$ cat src/rtl/ch0re_ifetch_pkg.sv
// Shared types and constants for the instruction-fetch stage.
package ch0re_ifetch_pkg;

  localparam int unsigned XLEN = 64;
  localparam int unsigned ILEN = 32;

  // addi x0,x0,0
  localparam logic [ILEN-1:0] CH0RE_NOP = 32'h00000013;

  typedef enum logic [1:0] {
    IF_BOOT,
    IF_RUN,
    IF_FLUSH
  } ifetch_state_e;

  // Force a byte address onto a 32-bit instruction boundary.
  function automatic logic [XLEN-1:0] word_align(input logic [XLEN-1:0] addr);
    return addr & ~XLEN'(3);
  endfunction

endpackage

$ cat src/rtl/ch0re_ifetch_fifo.sv
// Small synchronous FIFO with flush; head is readable combinationally.
// Push and pop may coincide even when full.
module ch0re_fetch_fifo #(
  parameter int unsigned WIDTH = 32,
  parameter int unsigned DEPTH = 2,
  localparam int unsigned PTR_W = $clog2(DEPTH),
  localparam int unsigned CNT_W = PTR_W + 1
) (
  input  logic             clk,
  input  logic             rst_n,
  input  logic             push,
  input  logic [WIDTH-1:0] wdata,
  input  logic             pop,
  input  logic             flush,
  output logic [WIDTH-1:0] rdata,
  output logic             full,
  output logic             empty,
  output logic [CNT_W-1:0] count
);

  logic [WIDTH-1:0] mem [DEPTH];
  logic [PTR_W-1:0] wr_ptr;
  logic [PTR_W-1:0] rd_ptr;

  // Storage array; contents are don't-care until written.
  always_ff @(posedge clk) begin
    if (push && !flush) begin
      mem[wr_ptr] <= wdata;
    end
  end

  // Pointers and occupancy; flush wins over push/pop.
  always_ff @(posedge clk or negedge rst_n) begin
    if (!rst_n) begin
      wr_ptr <= '0;
      rd_ptr <= '0;
      count  <= '0;
    end else if (flush) begin
      wr_ptr <= '0;
      rd_ptr <= '0;
      count  <= '0;
    end else begin
      if (push) wr_ptr <= wr_ptr + PTR_W'(1);
      if (pop)  rd_ptr <= rd_ptr + PTR_W'(1);
      count <= count + CNT_W'(push) - CNT_W'(pop);
    end
  end

  assign rdata = mem[rd_ptr];
  assign full  = (count == CNT_W'(DEPTH));
  assign empty = (count == '0);

  a_no_overflow: assert property (@(posedge clk) disable iff (!rst_n)
    !(push && full && !pop && !flush));
  a_no_underflow: assert property (@(posedge clk) disable iff (!rst_n)
    !(pop && empty && !flush));

endmodule

$ cat src/rtl/ch0re_ifetch.sv
// Instruction-fetch stage: owns the PC, issues in-order word fetches,
// buffers responses and hands {instr, pc} to the decoder.
// Optional macro CH0RE_IFETCH_PERF_EN adds fetched/flushed event counters.
module ch0re_ifetch
  import ch0re_ifetch_pkg::*;
#(
  parameter logic [XLEN-1:0] RESET_PC   = 64'h0,
  parameter int unsigned     FIFO_DEPTH = 2,
  parameter logic [ILEN-1:0] NOP_INSTR  = CH0RE_NOP
) (
  input  logic            clk,
  input  logic            rst_n,
  output logic            o_imem_req,
  output logic [XLEN-1:0] o_imem_addr,
  input  logic            i_imem_gnt,
  input  logic            i_imem_rvalid,
  input  logic [ILEN-1:0] i_imem_rdata,
  input  logic            i_stall,
  input  logic            i_redirect,
  input  logic [XLEN-1:0] i_redirect_pc,
  output logic            o_valid,
  output logic [ILEN-1:0] o_instr,
  output logic [XLEN-1:0] o_pc
`ifdef CH0RE_IFETCH_PERF_EN
  ,
  output logic [31:0]     o_perf_fetched,
  output logic [31:0]     o_perf_flushed
`endif
);

  localparam int unsigned CNT_W = $clog2(FIFO_DEPTH) + 1;
  localparam int unsigned SUM_W = CNT_W + 1;

  ifetch_state_e   state_q, state_d;
  logic [XLEN-1:0] fetch_pc_q;
  logic [XLEN-1:0] last_pc_q;
  logic [CNT_W-1:0] outstanding_q;
  logic [CNT_W-1:0] drop_cnt_q, drop_cnt_d;

  logic             credit_ok;
  logic             push_data;
  logic             flush;
  logic             pop;
  logic             gnt_hs;
  logic [CNT_W-1:0] rvalid_dec;

  logic [ILEN-1:0]  d_rdata;
  logic             d_full, d_empty;
  logic [CNT_W-1:0] d_count;
  logic [XLEN-1:0]  t_rdata;
  logic             t_full, t_empty;
  logic [CNT_W-1:0] t_count;

  assign rvalid_dec = CNT_W'(i_imem_rvalid);
  assign credit_ok  = (SUM_W'(d_count) + SUM_W'(outstanding_q)) < SUM_W'(FIFO_DEPTH);

  // Next state, issue and response acceptance; redirect overrides everything.
  always_comb begin
    state_d    = state_q;
    o_imem_req = 1'b0;
    push_data  = 1'b0;
    flush      = 1'b0;
    drop_cnt_d = drop_cnt_q;
    case (state_q)
      IF_BOOT: begin
        state_d = IF_RUN;
      end
      IF_RUN: begin
        if (i_redirect) begin
          flush      = 1'b1;
          drop_cnt_d = outstanding_q - rvalid_dec;
          if (drop_cnt_d != '0) state_d = IF_FLUSH;
        end else begin
          o_imem_req = credit_ok;
          push_data  = i_imem_rvalid;
        end
      end
      IF_FLUSH: begin
        if (i_imem_rvalid) begin
          drop_cnt_d = drop_cnt_q - CNT_W'(1);
          if (drop_cnt_q == CNT_W'(1)) state_d = IF_RUN;
        end
      end
      default: begin
        state_d = IF_BOOT;
      end
    endcase
  end

  assign gnt_hs      = o_imem_req & i_imem_gnt;
  assign o_imem_addr = fetch_pc_q;
  assign o_valid     = !d_empty && (state_q == IF_RUN);
  assign o_instr     = d_empty ? NOP_INSTR : d_rdata;
  assign o_pc        = d_empty ? last_pc_q : t_rdata;
  assign pop         = o_valid && !i_stall && !i_redirect;

  // FSM state register.
  always_ff @(posedge clk or negedge rst_n) begin
    if (!rst_n) state_q <= IF_BOOT;
    else        state_q <= state_d;
  end

  // PC, in-flight/drop counters and the PC shown while the buffer is empty.
  always_ff @(posedge clk or negedge rst_n) begin
    if (!rst_n) begin
      fetch_pc_q    <= RESET_PC;
      last_pc_q     <= RESET_PC;
      outstanding_q <= '0;
      drop_cnt_q    <= '0;
    end else begin
      drop_cnt_q    <= drop_cnt_d;
      outstanding_q <= outstanding_q + CNT_W'(gnt_hs) - rvalid_dec;
      if (i_redirect)  fetch_pc_q <= word_align(i_redirect_pc);
      else if (gnt_hs) fetch_pc_q <= fetch_pc_q + XLEN'(4);
      if (pop) last_pc_q <= t_rdata;
    end
  end

  ch0re_fetch_fifo #(.WIDTH(ILEN), .DEPTH(FIFO_DEPTH)) u_data_fifo (
    .clk   (clk),
    .rst_n (rst_n),
    .push  (push_data),
    .wdata (i_imem_rdata),
    .pop   (pop),
    .flush (flush),
    .rdata (d_rdata),
    .full  (d_full),
    .empty (d_empty),
    .count (d_count)
  );

  // PC tags are pushed at grant so each response inherits its request address.
  ch0re_fetch_fifo #(.WIDTH(XLEN), .DEPTH(FIFO_DEPTH)) u_tag_fifo (
    .clk   (clk),
    .rst_n (rst_n),
    .push  (gnt_hs),
    .wdata (fetch_pc_q),
    .pop   (pop),
    .flush (flush),
    .rdata (t_rdata),
    .full  (t_full),
    .empty (t_empty),
    .count (t_count)
  );

`ifdef CH0RE_IFETCH_PERF_EN
  logic dropped;
  assign dropped = i_imem_rvalid &&
                   ((state_q == IF_FLUSH) || ((state_q == IF_RUN) && i_redirect));

  // Event counters; both wrap.
  always_ff @(posedge clk or negedge rst_n) begin
    if (!rst_n) begin
      o_perf_fetched <= '0;
      o_perf_flushed <= '0;
    end else begin
      o_perf_fetched <= o_perf_fetched + 32'(pop);
      o_perf_flushed <= o_perf_flushed + (flush ? 32'(d_count) : 32'd0) + 32'(dropped);
    end
  end
`endif

  a_rvalid_needs_outstanding: assert property (@(posedge clk) disable iff (!rst_n)
    !(i_imem_rvalid && (outstanding_q == '0)));
  a_tag_tracks_data: assert property (@(posedge clk) disable iff (!rst_n)
    (state_q == IF_FLUSH) ||
    (SUM_W'(t_count) == SUM_W'(d_count) + SUM_W'(outstanding_q)));
  a_tag_empty_implies_data_empty: assert property (@(posedge clk) disable iff (!rst_n)
    !(t_empty && !d_empty));
  a_no_grant_when_tag_full: assert property (@(posedge clk) disable iff (!rst_n)
    !(t_full && gnt_hs));
  a_no_push_when_data_full: assert property (@(posedge clk) disable iff (!rst_n)
    !(d_full && push_data && !pop));

endmodule

$ cat config.mk
export PLATFORM = sky130hd
export DESIGN_NAME = ch0re_ifetch
export DESIGN_NICKNAME = d
export VERILOG_FILES = /design/src/rtl/ch0re_ifetch_pkg.sv /design/src/rtl/ch0re_ifetch_fifo.sv /design/src/rtl/ch0re_ifetch.sv
export SDC_FILE = /design/constraint.sdc
export NUM_CORES = 1
export LEC_CHECK = 0
export BUFFER_PORTS_ARGS = -buffer_cell sky130_fd_sc_hd__buf_2
export CAP_MARGIN = 20
export CORE_MARGIN = 5
export CORE_UTILIZATION = 32
export DETAILED_ROUTE_END_ITERATION = 7
export PLACE_DENSITY_LB_ADDON = 0.2
export SLEW_MARGIN = 20
export SYNTH_ARGS = -nofsm -noshare
export SYNTH_HDL_FRONTEND = slang
export SYNTH_SLANG_ARGS = --single-unit
$ cat constraint.sdc
create_clock -name clk -period 6.4 [get_ports clk]
set_input_delay 1.28 -clock clk [delete_from_list [all_inputs] [get_ports clk]]
set_output_delay 1.28 -clock clk [all_outputs]
set_load 0.05 [all_outputs]
# Yosys cells after proc, flatten, opt, wreduce, memory -nomap -nowiden

Memories as Yosys holds them, arrays and structs flattened.
Index checks and enable logic that the tools add are counted.

Input port bits: 102
Bits in writable memories: 192
Word-level logic and storage cells: 83
Memories: 2
Flip-flop bits (word level): 140
Output and inout port bits: 162

Memories:

| name            | words | width | rd ports | clocked after memory_dff | write ports | RTL line                | RTL |
|---|---|---|---|---|---|---|---|
| u_tag_fifo.mem  | 2     | 64    | 1        | 0                        | 1           | ch0re_ifetch_fifo.sv:21 | `logic [WIDTH-1:0] mem [DEPTH];` |
| u_data_fifo.mem | 2     | 32    | 1        | 0                        | 1           | ch0re_ifetch_fifo.sv:21 |  |

Muxes and demuxes: 31
Equal/unequal tests: 7
$add $sub $neg: 12
Bitwise gates (word level): 1
Reduce and logical (&&, ||, !) cells: 19
$lt $le $gt $ge: 1

Operator list:

| cell                                                                          | count |
|---|---|
| 64-bit 2-to-1 mux                                                             | 3 |
| 64-bit by 3-bit adder with 64-bit output (second input constant)              | 1 |
| 32-bit 2-to-1 mux                                                             | 1 |
| 1-bit 2-to-1 mux                                                              | 18 |
| 2-bit 2-to-1 mux                                                              | 7 |
| 2-bit nonzero test                                                            | 6 |
| 2-bit != test (second input constant)                                         | 4 |
| 2-bit one-hot mux with 3 select lines                                         | 1 |
| 2-bit by 1-bit subtractor with 2-bit output                                   | 3 |
| 1-bit logical AND                                                             | 5 |
| 1-bit adder (second input constant)                                           | 4 |
| 2-bit by 1-bit adder with 2-bit output                                        | 2 |
| 2-bit by 1-bit equality test with 1-bit output (second input constant)        | 2 |
| 1-bit zero test                                                               | 4 |
| 2-bit zero test                                                               | 2 |
| 2-bit one-hot mux with 2 select lines                                         | 1 |
| 4-bit AND reduction                                                           | 1 |
| 2-bit by 2-bit adder with 3-bit output                                        | 1 |
| 3-bit by 2-bit less-than comparator with 1-bit output (second input constant) | 1 |
| 3-bit AND reduction                                                           | 1 |
| 2-bit equality test (second input constant)                                   | 1 |
| 2-bit by 1-bit subtractor with 2-bit output (second input constant)           | 1 |
| 1-bit AND                                                                     | 1 |

# Logic depth before layout (Yosys ltp)

Gate-level depths: netlist (run 1).

Depth in word-level cells: 8
Depth in mapped cells: 14
Depth with buffers taken out: 11

# By module

A second synthesis (run 1) with hierarchy kept.

Cell total of the unflattened synthesis: 1269
Area total of the unflattened synthesis: 15663.8 sq um

Modules (own cells, without submodules):

| module                          | sequential area each (sq um) | instances | area each (sq um) | cells an instance |
|---|---|---|---|---|
| ch0re_ifetch                    | 3303.2                       | 1         | 7943.9            | 932 |
| ch0re_fetch_fifo at u_tag_fifo  | 3943.8                       | 1         | 5041.1            | 218 |
| ch0re_fetch_fifo at u_data_fifo | 2021.9                       | 1         | 2678.8            | 119 |

# Worst setup path after synthesis (run 1)

Ideal clock, no wire load.

Path type: input to register
Start point: input i_redirect
End point: memory u_tag_fifo.mem[0][10] in the netlist's numbering, enable pin
Buffers on the path: 4
Cell stages on the path: 8
Required time: 5.918 ns
Setup time: 0.482 ns
Slack: 0.930 ns
Arrival time: 4.988 ns
Cell sequence: clkbuf_1 -> nor3b_2 -> and3_1 -> clkbuf_2 -> inv_2 -> buf_2 -> buf_1 -> nor2_1

Word-level cells in the longest chain between the ends: 6
Elaborated cells on any way between the ends: 9
Classes of those cells: mux (6); bitwise (1); reduce/logical (2)

RTL lines:

| element                                             | RTL line                                    | RTL |
|---|---|---|
| start, declared                                     | ch0re_ifetch.sv:19                          | `input logic i_redirect,` |
| 1-bit 2-to-1 mux                                    | ch0re_ifetch.sv:69                          | `if (i_redirect) begin` |
| 1-bit 2-to-1 mux                                    | ch0re_ifetch.sv:64                          | `case (state_q)` |
| 1-bit AND / 1-bit zero test (equally long branches) | ch0re_ifetch.sv:90, ch0re_ifetch_fifo.sv:27 |  |
| 1-bit logical AND (*)                               | ch0re_ifetch_fifo.sv:27                     | `if (push && !flush) begin` |
| 1-bit 2-to-1 mux (*)                                | ch0re_ifetch_fifo.sv:27                     |  |
| 1-bit 2-to-1 mux (not written as such) (*)          | ch0re_ifetch_fifo.sv:28                     | `mem[wr_ptr] <= wdata;` |
| end, declared                                       | ch0re_ifetch_fifo.sv:21                     |  |

Mark *: on every way between the ends. The rest lies on a longest branch, timed or not.

# Worst setup path after layout (run 1)

Start point: register u_tag_fifo.rd_ptr
End point: output o_pc[45]

Word-level cells in the longest chain between the ends: 2

RTL lines:

| element                | RTL line                | RTL |
|---|---|---|
| start, declared        | ch0re_ifetch_fifo.sv:23 | `logic [PTR_W-1:0] rd_ptr;` |
| start signal, assigned | ch0re_ifetch_fifo.sv:44 | `if (pop) rd_ptr <= rd_ptr + PTR_W'(1);` |
| memory 2 x 64 bit      | -                       |  |
| 64-bit 2-to-1 mux      | ch0re_ifetch.sv:94      | `assign o_pc = d_empty ? last_pc_q : t_rdata;` |
| end, declared          | ch0re_ifetch.sv:23      | `output logic [XLEN-1:0] o_pc` |

No other way between the ends.

==> results of run 1 <==
-- worst max-delay path, stage by stage, from the launching register on --
cell	delay [ps]
dfrtp_4	940
buf_4	540
mux2i_1	160
a21oi_1	220
buf_2	300
-- cell type report --
class                   instances  area [um^2]  share of cell area [%]
clock inverters                15          145                   0.839
diodes                          1         2.50                  0.0145
repair buffers                271         1410                    8.15
flip-flops and latches        324         9050                    52.3
inverters                      14         52.6                   0.304
well taps                     592          741                    4.28
multi-input cells             802         4820                    27.9
clock buffers                  53         1070                    6.19
-- sequential cells by signal (all words and copies together) (netlist names) --
| signal | count |
|---|---|
| o_imem_addr | 62 |
| state_q | 2 |
| u_data_fifo.wr_ptr | 1 |
| u_tag_fifo.rd_ptr | 1 |
| u_data_fifo.mem | 64 |
| u_tag_fifo.wr_ptr | 1 |
| u_data_fifo.count | 2 |
| u_data_fifo.rd_ptr | 1 |
| u_tag_fifo.mem | 124 |
| outstanding_q | 2 |
| last_pc_q | 62 |
| drop_cnt_q | 2 |
-- power by group --
| part | internal [uW] | switching, uW |
|---|---|---|
| Combinational | 838 | 2810 |
| Sequential | 2630 | 357 |
| Clock | 1290 | 844 |
| Total | 4750 | 4010 |
-- worst paths after layout --
check                                      from                end  slack [ps]  depth (start not counted)
setup / recovery              u_tag_fifo.rd_ptr           o_pc[45]        2370                          4
hold / removal                    last_pc_q[50]      last_pc_q[50]         480                          2
setup reg to reg           u_data_fifo.count[0]    o_imem_addr[62]        2900                          9
hold reg to reg                   last_pc_q[50]      last_pc_q[50]         480                          2
max in group asynchronous                 rst_n  u_tag_fifo.rd_ptr        4290                          2
min in group asynchronous                 rst_n      last_pc_q[49]         850                          1
-- logic make-up (layout without fill, tap and decap cells) --
logic type	count (synthesis)	after routing	synth area share, %
buf+inv	87	353	2.60
compound gates	257	257	11.0
xor+xnor	14	14	0.863
flops	324	324	63.7
simple gates	421	421	14.2
mux	98	98	6.91
fa+ha+maj	8	8	0.757
other cells	1	5	0.0264
-- stage by stage --
stage	hold slack (ps)	cells	utilization, %	worst slack [ps]	total power (uW)
detailed placement	471	2003	36.5	2220	6730
global placement	462	2003	36.5	2320	6700
finish	478	2072	39.3	2370	8770
CTS	483	2071	39.3	2280	8890
global route	507	2071	39.3	2180	9260
floorplan	451	1213	-	930	5730
-- metal layers --
metal / up-vias / GRT usage, % / wire, um
met5: - / 0 / 20
met4: 4 / 4.20 / 702
met3: 56 / 3.87 / 2770
met2: 306 / 26.8 / 19500
met1: 5007 / 22.9 / 18500
li1: 4961 / - / -
-- placed cells by master, fill, tap and decap left out, types with 27 or more instances in the layout --
master | synthesis | final
a21oi_1 | 80 | 80
buf_2 | 7 | 256
clkbuf_16 | 0 | 41
dfrtp_1 | 136 | 134
edfxtp_1 | 188 | 188
mux2i_1 | 97 | 97
nand2_1 | 153 | 153
nand3_1 | 46 | 46
nor2_1 | 121 | 118
o21ai_0 | 94 | 94
o311ai_0 | 27 | 27
==> reports/metrics.yaml, run 1 <==
synthesis:
  synth_edf_count: 188
  ys_seq_elements: 324
  synth_flop_cell: "edfxtp_1"
  syn_area_um2: 14200
  synth_common_cells: "188 x edfxtp_1, 153 x nand2_1, 136 x dfrtp_1"
  postSynthAreaPerCell_um2: 11.7
  synth_most_common_cell: "edfxtp_1"
  synthCells: 1210
  synth_top_area_cell: "edfxtp_1"
  synthDistinctLibCells: 64
  synth_warnings: 0
  yosysSeqAreaShare_pct: 63.7
  ys_async_sr_fraction_pct: 42.0
  synthTopCellsByArea: "edfxtp_1 40%, dfrtp_1 24%, mux2i_1 6.8%"
  synth.top_cell.area_share_pct: 39.7
drt:
  firstDrtPassIters: 4
  wl_per_cell_um: 20.0
  viasPerCell: 4.99
  antenna_left: 0
  wirelength_um: 41500
  initialDrtViolationCount: 640
  vias: 10334
  drc: 0
clock_tree:
  cts.clk_slew.worst_paths_ps: 50
  hold_buffers: 0
  htreeDepth: 2
  clkSinkCount: 324
  insertion_delay_ps: 540
  cts_resized: 0
  cts-root-buf: "clkbuf_16"
  cts_setup_buffers: 0
  cts_tree: "yes"
  cts_buffers: 38
  cts_buffer_depth: 3
timing:
  finalHoldViolCount: 0
  max_freq_mhz: 248
  fin_skew_ps: 11.0
  fin_tns_setup_ps: 0
  tightest_slew_ps: 1040
  min_period_over_period_pct: 63.0
  slew_violations: 0
  rsz0062_at_grt: "no"
  max_slew_margin_pct: 30.6
  finalCriticalPeriod_ps: 4030
  final-setup-viol-count: 0
placed_design:
  io_buffers: 257
  placed_area_um2: 16100
  dp_hpwl_um: 27700
  gp_congestion: 0.773
floorplan:
  die_height_um: 221
  rows: 77
  die_w_um: 221
  die-area_um2: 48700
  start_util_pct: 32.3
  fp.coreArea_um2: 44000
  pin_count: 264
finish:
  fillers: 4280
  layout-drive-gt1-share_pct: 23.5
  stdcell_area_um2: 17300
  area.growth.synth_to_final_pct: 21.8
  fin_nets: 1561
grt:
  overflow: 0
  grt_pass1_vias: 9944
  grt_antenna_before_repair: 3
  grt_max_degree: 93
  grt_first_pass_wirelength_um: 62100
  groute.usage.overall_pct: 16.6
worst_setup_path:
  required_ps: 5120
  crit_arrival_ps: 2750
  crit_fanout: 40
  path_class: "reg2out"
  cp-end-kind: "primary output"
  worst_setup_path_start_kind: "flip-flop"
job:
  maxCapViolCount: 0
power_and_ir_drop:
  leakagePower_uw: 0.00679
  ir_drop_mv: 0.295
  power.density_nw_per_um2: 507
hold_path:
  min_path_type: "reg2reg"
outcome:
  run_status: "completed"
No activity file was read; power rests on OpenSTA's default activity.
==> run 2: changes to the inputs <==
- clock period: 6.4 -> 4.2 ns (I/O delays scaled with it)
==> run 2 against run 1 <==
  * Sequential cell count did not move
  * Global-route usage rose by 0.15 points
  * Count of clock-buffer cells in the layout fell by 5
  * First-iteration DRC count rose by 1.3%
  * Clock power rose by 44%
  * Critical path depth did not move
  * Register-to-register slack got worse by 1900 ps
  * Largest power group unchanged
  * Die area did not move
  * Sequential share of layout area fell by 0.11 points
  * Non-clock buffer count rose by 5
==> reports/metrics.yaml, run 2 (synthesis gave the netlist of run 1 again) <==
outcome:
  run_status: "completed"
worst_setup_path:
  path_cells: "buf_4 -> mux2i_1 -> a21oi_1 -> buf_2"
  worstReg2RegEnd: "o_imem_addr[60]"
  rr_startpoint: "u_data_fifo.count[0]"
  worst_setup_path_start_kind: "flip-flop"
  r2r_slack_ps: 980  # -1920 ps
  cp-end-kind: "primary output"
  cpPeakStageDelay_ps: 920  # -20 ps
  rr_worst_depth: 9  # unchanged
  slowest_stage: "dfrtp_4"
  path_class: "reg2out"
  crit_arrival_ps: 2510  # -240 ps
  crit_fanout: 36  # -10%
  required_ps: 3360  # -1760 ps
drt:
  firstDrtPassIters: 7  # +3
  viasPerCell: 4.97  # -0.28%
  wirelength_um: 41600  # +0.21%
  wl_per_cell_um: 20.0  # about the same
  initialDrtViolationCount: 648  # +1.3%
  route.met2.wl_um: 20000  # +2.7%
  antenna_left: 0  # unchanged
  wl_met3_um: 2260  # -18%
  vias: 10330  # -0.039%
  top_layer_used: "met5"
  drc: 0  # unchanged
  met1Wirelength_um: 18600  # +0.26%
clock_tree:
  cts.clk_slew.worst_paths_ps: 60  # about the same
  cts_buffers: 37  # -2.6%
  cts_tree: "yes"
  cts_buffer_depth: 3  # unchanged
  insertion_delay_ps: 550  # about the same
  htreeDepth: 2  # unchanged
  cts-root-buf: "clkbuf_16"
  cts_resized: 0  # unchanged
  cts_setup_buffers: 0  # unchanged
  clkSinkCount: 324  # unchanged
  hold_buffers: 0  # unchanged
timing:
  fin_tns_setup_ps: 0  # unchanged
  fin_ws_ps: 853  # -1510 ps
  finalHoldViolCount: 0  # unchanged
  slew_violations: 0  # unchanged
  min_period_over_period_pct: 79.7
  max_slew_margin_pct: 30.8  # +0.25 points
  fin_skew_ps: 22.6  # +11.5 ps
  final-setup-viol-count: 0  # unchanged
  rsz0062_at_grt: "no"
  tightest_slew_ps: 1040  # -3.78 ps
  max_freq_mhz: 299
  finalCriticalPeriod_ps: 3350
finish:
  largest_reg_flops: 124  # unchanged
  final_common_cell: "buf_2"
  final_cell_mix: "256 x buf_2, 188 x edfxtp_1, 153 x nand2_1"
  layout-drive-gt1-share_pct: 24.3  # +0.80 points
  top_regs: "u_tag_fifo.mem (124), u_data_fifo.mem (64)"
  fillers: 4303  # +0.54%
  regMostFlops: "u_tag_fifo.mem"
  area.growth.synth_to_final_pct: 22.0
  fin_nets: 1565  # +0.26%
floorplan:
  die_height_um: 221  # unchanged
  die_w_um: 221  # unchanged
  pin_count: 264  # unchanged
  fp.coreArea_um2: 44000  # unchanged
  start_util_pct: 32.3  # unchanged
  die-area_um2: 48700  # unchanged
  rows: 77  # unchanged
power_and_ir_drop:
  ir_drop_mv: 0.445  # +51%
  leakagePower_uw: 0.00682  # +0.44%
  power.density_nw_per_um2: 762  # +50%
grt:
  groute.usage.overall_pct: 16.8  # +0.15 points
  grt_pass1_vias: 10002  # +0.58%
  grt_antenna_before_repair: 2  # -1
  overflow: 0  # unchanged
  grt_max_degree: 129  # +39%
  grt_first_pass_wirelength_um: 62500  # +0.79%
hold_path:
  min_path_type: "in2async"
placed_design:
  gp_congestion: 0.747  # -3.3%
  io_buffers: 257  # unchanged
  dp_slack_ps: 877  # -1340 ps
  dp_hpwl_um: 28100  # +1.4%
job:
  maxCapViolCount: 0  # unchanged
run 2: changes by cell type in the layout (fill, tap and decap cells not counted), moves of 2 or more:
cell	delta
bufinv_16	-2
clkbuf_16	-2
clkinv_2	+9
clkinv_1	-4
buf_12	+5
clkbuf_1	-4
run 2: worst max-delay path by stage:
stage / to / startpoint / slack [ps]
finish: o_pc[14] / u_tag_fifo.rd_ptr / 850
global route: o_pc[14] / u_tag_fifo.rd_ptr / 680
CTS: o_pc[14] / u_tag_fifo.rd_ptr / 700
detailed placement: o_imem_addr[52] / i_redirect / 880
global placement: o_imem_addr[52] / i_redirect / 900
floorplan: u_tag_fifo.mem[0][10] / i_redirect / 210
run 2: worst max-delay path, delay by kind of cell, from the launching register on:
| kind | cells | cell delay (ps) |
|---|---|---|
| flip-flops | 1 | 920 |
| buffers and inverters | 2 | 690 |
| AO/OA/AOI/OAI | 1 | 210 |
| multiplexers | 1 | 130 |
run 2: area by class of cell:
type | count | area (um^2) | share of cell area, %
sequential | 324 | 9050 | 52.2
multi-input combinational | 802 | 4820 | 27.8
timing repair buffer | 276 | 1510 | 8.71
clock buffer | 48 | 1020 | 5.88
tap | 592 | 741 | 4.27
clock inverter | 20 | 131 | 0.758
inverter | 14 | 52.6 | 0.303
antenna | 1 | 2.50 | 0.0144
run 2: per-layer routing:
layer | track usage (%) | vias to the layer above
met4 | 4.49 | 2
met1 | 22.7 | 5030
met2 | 27.6 | 269
li1 | - | 4981
met3 | 3.60 | 48
met5 | 0 | -
run 2: report_power, final:
group / switching [uW] / internal (uW) / leakage [uW]
registers: 538 / 4000 / 0.00338
logic: 4290 / 1310 / 0.00287
clock network: 1290 / 1780 / 0.000567
total: 6110 / 7100 / 0.00682
run 2: per-stage QoR:
step / power, uW / area (um^2) / util (%) / instances / hold slack (ps)
5_1_grt: 14000 / 17300 / 39.4 / 2076 / 453
3_3_place_gp: 10200 / 16200 / 36.7 / 2008 / 462
4_1_cts: 13400 / 17300 / 39.4 / 2076 / 444
2_1_floorplan: 8730 / 14200 / - / 1213 / 451
3_5_place_dp: 10300 / 16200 / 36.7 / 2008 / 471
6_report: 13200 / 17300 / 39.4 / 2077 / 402
